`config.mk`:
```
export PLATFORM = sky130hd
export DESIGN_NAME = pc_sequencer
export DESIGN_NICKNAME = d
export VERILOG_FILES = /design/src/rtl/pc_sequencer.sv
export SDC_FILE = /design/constraint.sdc
export NUM_CORES = 1
export LEC_CHECK = 0
export CAP_MARGIN = 5
export CORE_ASPECT_RATIO = 0.7
export CORE_MARGIN = 1
export CORE_UTILIZATION = 45
export DETAILED_ROUTE_END_ITERATION = 6
export PLACE_DENSITY = 0.7
export SLEW_MARGIN = 30
export SYNTH_ARGS = -nofsm -noshare
export SYNTH_HDL_FRONTEND = slang
export SYNTH_SLANG_ARGS = --single-unit
```
`constraint.sdc`:
```
create_clock -name clk -period 10.9 [get_ports clk]
set_input_delay 3.27 -clock clk [delete_from_list [all_inputs] [get_ports clk]]
set_output_delay 3.27 -clock clk [all_outputs]
set_load 0.02 [all_outputs]
```
`src/rtl/pc_sequencer.sv`:
```
// pc_sequencer: program-counter sequencer for the pipelined core.
// Owns the PC, resolves BEQ/JUMP redirects coming from MEM, keeps N_LOOPS
// loop-limit counters and either wraps or halts at the end of the program.
module pc_sequencer #(
    parameter int                 ADDR_W   = 8,
    parameter int                 CNT_W    = 8,
    parameter int                 N_LOOPS  = 4,
    parameter logic [ADDR_W-1:0]  RESET_PC = {ADDR_W{1'b0}},
    parameter logic [ADDR_W-1:0]  END_ADDR = {ADDR_W{1'b1}},
    localparam int                LID_W    = $clog2(N_LOOPS)
) (
    input  logic              clk,
    input  logic              rst,
    input  logic              stall,
    input  logic              branch_req,
    input  logic [ADDR_W-1:0] branch_target,
    input  logic              jump_req,
    input  logic [ADDR_W-1:0] jump_target,
    input  logic [LID_W-1:0]  jump_id,
    input  logic [CNT_W-1:0]  jump_limit,
    input  logic              loop_clr,
    input  logic              wrap_en,
    input  logic              resume,
    input  logic [LID_W-1:0]  cnt_sel,
    output logic [ADDR_W-1:0] pc,
    output logic              flush,
    output logic              jump_taken,
    output logic              halted,
    output logic [CNT_W-1:0]  cnt_rd
);

    localparam logic [CNT_W-1:0] CNT_MAX  = {CNT_W{1'b1}};
    localparam logic [CNT_W-1:0] CNT_ZERO = {CNT_W{1'b0}};

    typedef enum logic [0:0] {
        ST_RUN  = 1'b0,
        ST_HALT = 1'b1
    } state_e;

    state_e             state_q, state_d;
    logic [ADDR_W-1:0]  pc_q, pc_d;
    logic [CNT_W-1:0]   cnt_q [N_LOOPS];
    logic [CNT_W-1:0]   cnt_d [N_LOOPS];

    logic               flush_s;
    logic               jump_taken_s;
    logic               jid_valid_s;
    logic [CNT_W-1:0]   jcnt_s;
    logic               jump_ok_s;

    // Counter addressed by the JUMP in MEM; an out-of-range id reads as zero.
    always_comb begin
        jid_valid_s = (int'(jump_id) < N_LOOPS);
        if (jid_valid_s) begin
            jcnt_s = cnt_q[jump_id];
        end else begin
            jcnt_s = CNT_ZERO;
        end
        jump_ok_s = (jump_limit == CNT_ZERO) || (jcnt_s < jump_limit);
    end

    // Next-state, next-PC and counter update; redirects beat end-of-program and stall.
    always_comb begin
        state_d      = state_q;
        pc_d         = pc_q;
        cnt_d        = cnt_q;
        flush_s      = 1'b0;
        jump_taken_s = 1'b0;

        case (state_q)
            ST_RUN: begin
                if (branch_req) begin
                    pc_d    = branch_target;
                    flush_s = 1'b1;
                end else if (jump_req && jump_ok_s) begin
                    pc_d         = jump_target;
                    flush_s      = 1'b1;
                    jump_taken_s = 1'b1;
                    if (jid_valid_s) begin
                        if (jcnt_s == CNT_MAX) begin
                            cnt_d[jump_id] = CNT_MAX;
                        end else begin
                            cnt_d[jump_id] = jcnt_s + CNT_W'(1);
                        end
                    end else begin
                        cnt_d = cnt_q;
                    end
                end else begin
                    // A JUMP that exhausted its limit falls through and re-arms its loop.
                    if (jump_req && jid_valid_s) begin
                        cnt_d[jump_id] = CNT_ZERO;
                    end else begin
                        cnt_d = cnt_q;
                    end
                    if (pc_q == END_ADDR) begin
                        if (wrap_en) begin
                            pc_d = RESET_PC;
                        end else begin
                            pc_d    = pc_q;
                            state_d = ST_HALT;
                        end
                    end else if (stall) begin
                        pc_d = pc_q;
                    end else begin
                        pc_d = pc_q + ADDR_W'(1);
                    end
                end
            end
            ST_HALT: begin
                if (resume) begin
                    pc_d    = RESET_PC;
                    state_d = ST_RUN;
                end else begin
                    pc_d    = pc_q;
                    state_d = ST_HALT;
                end
            end
            default: begin
                pc_d    = RESET_PC;
                state_d = ST_RUN;
            end
        endcase

        // Clearing all loops wins over any same-cycle increment or re-arm.
        if (loop_clr) begin
            for (int i = 0; i < N_LOOPS; i++) begin
                cnt_d[i] = CNT_ZERO;
            end
        end else begin
            cnt_d = cnt_d;
        end
    end

    // State, PC and loop-counter registers with synchronous reset.
    always_ff @(posedge clk) begin
        if (rst) begin
            state_q <= ST_RUN;
            pc_q    <= RESET_PC;
            for (int i = 0; i < N_LOOPS; i++) begin
                cnt_q[i] <= CNT_ZERO;
            end
        end else begin
            state_q <= state_d;
            pc_q    <= pc_d;
            for (int i = 0; i < N_LOOPS; i++) begin
                cnt_q[i] <= cnt_d[i];
            end
        end
    end

    // Counter read port shows the pre-edge value; out-of-range select reads zero.
    always_comb begin
        if (int'(cnt_sel) < N_LOOPS) begin
            cnt_rd = cnt_q[cnt_sel];
        end else begin
            cnt_rd = CNT_ZERO;
        end
    end

    assign pc         = pc_q;
    assign halted     = (state_q == ST_HALT);
    assign flush      = flush_s & ~rst;
    assign jump_taken = jump_taken_s & ~rst;

endmodule

```
==> summary by stage <==
Status
The flow ran to the end, and the final reports show no timing, DRC or antenna violations.

Global routing
The number of antenna violations at the first check in global routing is 0. Global routing consumed, over all layers together, between 20% and 30% of the routing resources. The number of global-route vias before repair is 2954.

The largest net degree at the start of global routing is 21. The total overflow left after global routing is 0. The first global-routing pass estimated 16390 µm of wire.

Route
After detailed routing, the number of vias per cell comes to approximately 6.6. The routed design has between 10000 and 15000 µm of wire. For this run, the detailed router's first-pass iteration total came to 6. The number of vias after detailed routing is about 3.4k. In the final routed layout, each cell accounts on average for a little over 20 µm. The violation count after the first detailed-routing iteration is between 400 and 500. The count of nets left with antenna violations once routing finished came out at 0. After detailed routing, the number of remaining DRC violations is 0.

Critical path
Traced cell by cell, the critical path runs through clkdlybuf4s50_1, buf_4, mux4_2, ha_1, a21oi_1, o21ai_0, a311o_1, nand2_2, nor2_1, nor2_1, clkdlybuf4s50_1. The cell family with the largest share of critical-path delay is buffers and inverters. The critical path contains buffers and inverters numbering 3 combined. The timing startpoint of the critical path is jump_id[0]. In this run the worst path has a maximum fanout of 13. The required time at the worst-slack endpoint is between 7 and 8 ns.

The launch point of the worst reg-to-reg path is cnt_q[23]$_SDFFE_PP0P_. In this design, the stage delay of the slowest critical-path cell is 0.72 ns. The signal arrival time at the worst endpoint is about 6.9 ns. The slowest stage of the critical path is the sky130_fd_sc_hd__clkdlybuf4s50_1 cell. STA classifies the critical path startpoint as an input port.

The type of the worst setup path is in -> out. The nature of the critical path endpoint is a primary output.

Clock network
Clock tree synthesis inserted a total of 5 buffers. The CTS H-tree depth is 2. The clock passes through at most 2 buffers.

The clock transition at the registers of the reported paths is 0.08 ns. The source-to-sink clock delay at the later pin of the worst-skew pair is 0.31 ns. Clock tree synthesis found a total of between 40 and 50 sinks. The number of buffers added for setup after CTS is 0.

CTS placed an instance of sky130_fd_sc_hd__clkbuf_8 at the clock tree root. The number of buffers inserted by hold repair at cts is 0. The CTS tree is built. Once the clock tree was built, the resizer swapped 0 gates to a different size.

Die
The height of the die is a little over 70 µm. The die is just over 100 µm wide. The floorplan step defined a die boundary enclosing approximately 0.0074 mm². The area inside the core boundary is 0.006788 mm². The boundary pin count is 55. The starting utilization of the core area is 46.64%. Row generation in the floorplan step produced 25 rows.

STA
The share of the clock period used by the worst path is ~93%. After routing, the total negative slack on setup checks comes to 0 ns. After layout, the worst setup slack is about 0.74 ns. Setup repair after global routing left no endpoint under its margin.

Between clock sinks in the finished design, the worst skew comes to 0.008195 ns. The number of max-slew violations in the final report is 0. The relative slew slack is 46.86%. The timing-limited maximum frequency is 0.09840 GHz. Setup violations remaining at the end of the flow were counted as 0. The count of final hold-check violations is 0. The measured slew at the worst slew-check pin is between 0.7 and 0.8 ns. The worst path in the final design needs a cycle of slightly above 10 ns, including I/O delays and setup.

Placement
The placement-stage worst setup slack is 0.7476 ns. The post-placement cell area is 0.003719 mm². The count of input and output buffers is between 50 and 60. At the end of routability-driven placement, the weighted congestion stood at between 0.9 and 1. Detailed placement ended at an HPWL of approximately 7700 µm.

Hold path
The class of the worst hold path is reg -> reg. The worst hold path begins at cnt_q[4]$_SDFFE_PP0P_.

Layout
The filler cells instantiated in the layout total slightly above 600. In the final design database the tool counted around 460 nets. In the layout the commonest cells are sky130_fd_sc_hd__clkdlybuf4s50_1 (54), sky130_fd_sc_hd__nand2_1 (46), sky130_fd_sc_hd__dfxtp_1 (41).

0 antenna diodes ended up in the layout. The area growth from synthesis to layout is 20.20%. The ratio of cells with drive above 1 in the final layout is between 10% and 20%.

The most frequent standard cell in the layout excluding fill and tap cells is sky130_fd_sc_hd__clkdlybuf4s50_1. The final instance area is 0.003805 mm².

Synthesis
The number of different library cells used by synthesis comes to 63. Sequential elements use between 20% and 30% of the synthesized area. Counting every net in the synthesized netlist gives 417. During synthesis, Yosys emitted a total of 0 warnings. In this run, synthesis produced a sequential element count of between 40 and 50. After synthesis the cells add up to about 0.0032 mm².

The synthesized design contains 0 enable-type register cells. In this run the mean area of a mapped cell was 8.510 µm². The fraction of registers with async set/reset is 0%. The primary flip-flop cell chosen by synthesis mapping is sky130_fd_sc_hd__dfxtp_1.

The gate count of the mapped netlist is about 370.

Power and ir drop
The overall power consumption is between 0.0003 and 0.0004 W. The worst IR drop on VDD is about 0.046 mV. In this run the static leakage power is between 1 and 1.5 nW. For this design the ratio of total power to cell area is 87.63 mW/mm².

Job
The tool flagged a number of max-cap violations equal to 0.
==> sequential cells by signal, summed over array words and instances, names as in the netlist <==
| register | count |
|---|---|
| halted | 1 |
| pc | 8 |
| cnt_q | 32 |
==> cells by family after synthesis <==
logic type | synth area share, %
multiplexers | 13.12
flip-flops | 25.93
AO/OA/AOI/OAI | 24.98
XOR/XNOR | 1.937
adder cells (fa/ha/maj) | 3.557
AND/OR/NAND/NOR | 25.06
buffers and inverters | 5.415
==> final cells by class <==
class | instances | area, µm² | area share (%)
Inverter | 9 | 33.78 | 0.8879
Multi-Input combinational cell | 299 | 2176 | 57.19
Tap cell | 94 | 117.6 | 3.091
Clock inverter | 3 | 17.52 | 0.4604
Sequential cell | 41 | 820.8 | 21.57
Timing Repair Buffer | 58 | 570.5 | 15.00
Clock buffer | 5 | 68.82 | 1.809
==> cells in the mapped netlist (all sizes together), types with 6 or more instances <==
master	number	area (µm²)
nand2	47	178.9
nand3	20	100.1
buf	12	96.34
dfxtp	41	820.8
clkbuf	11	41.29
o311a	6	60.06
a211oi	17	152.7
or3	14	92.59
and3	7	48.80
xnor2	6	52.55
mux4	16	364.1
inv	9	33.78
nor2	27	113.9
o21ai	10	50.04
o211ai	7	52.55
ha	9	112.6
nor3	13	65.06
a21oi	33	176.4
==> metal layers <==
| metal | GRT usage [%] | vias up | wire length (µm) | part of all wire [%] |
|---|---|---|---|---|
| li1 | - | 1514 | - | - |
| met1 | 48.15 | 1637 | 4870 | 47 |
| met2 | 38.18 | 200 | 4206 | 41 |
| met3 | 6.262 | 11 | 1161 | 11 |
| met4 | 6.190 | 0 | 91 | 0.88 |
| met5 | 0 | - | 0 | 0 |
==> power breakdown <==
| part | total, W | internal [W] | switching, W | leakage, nW |
|---|---|---|---|---|
| clock | 0.000106 | 0.0000444 | 0.0000614 | 0.0439 |
| combinational | 0.0000695 | 0.0000322 | 0.0000374 | 0.907 |
| sequential | 0.000158 | 0.000153 | 0.00000526 | 0.332 |
==> worst paths after layout <==
kind,slack (ns),end,depth (start not counted)
hold / removal,0.48,cnt_q[4]$_SDFFE_PP0P_,2
hold reg to reg,0.48,cnt_q[4]$_SDFFE_PP0P_,2
setup reg to reg,7.63,pc[3]$_SDFFE_PP0P_,9
setup / recovery,0.74,flush,11
==> tightest hold or removal path, stage by stage (launching register included) <==
cell	delay, ns
sky130_fd_sc_hd__dfxtp_1	0.33
sky130_fd_sc_hd__nand2_1	0.05
sky130_fd_sc_hd__a21oi_1	0.05
==> metrics by stage <==
stage	cells	hold slack (ns)	util, %
final	509	0.4751	56.06
after global routing	509	0.5020	56.06
after CTS	509	0.4756	56.06
after detailed placement	501	0.4638	54.78
after global placement	501	0.4569	54.75
after floorplan	372	0.4429	-
(Power assumes the default switching activity.)
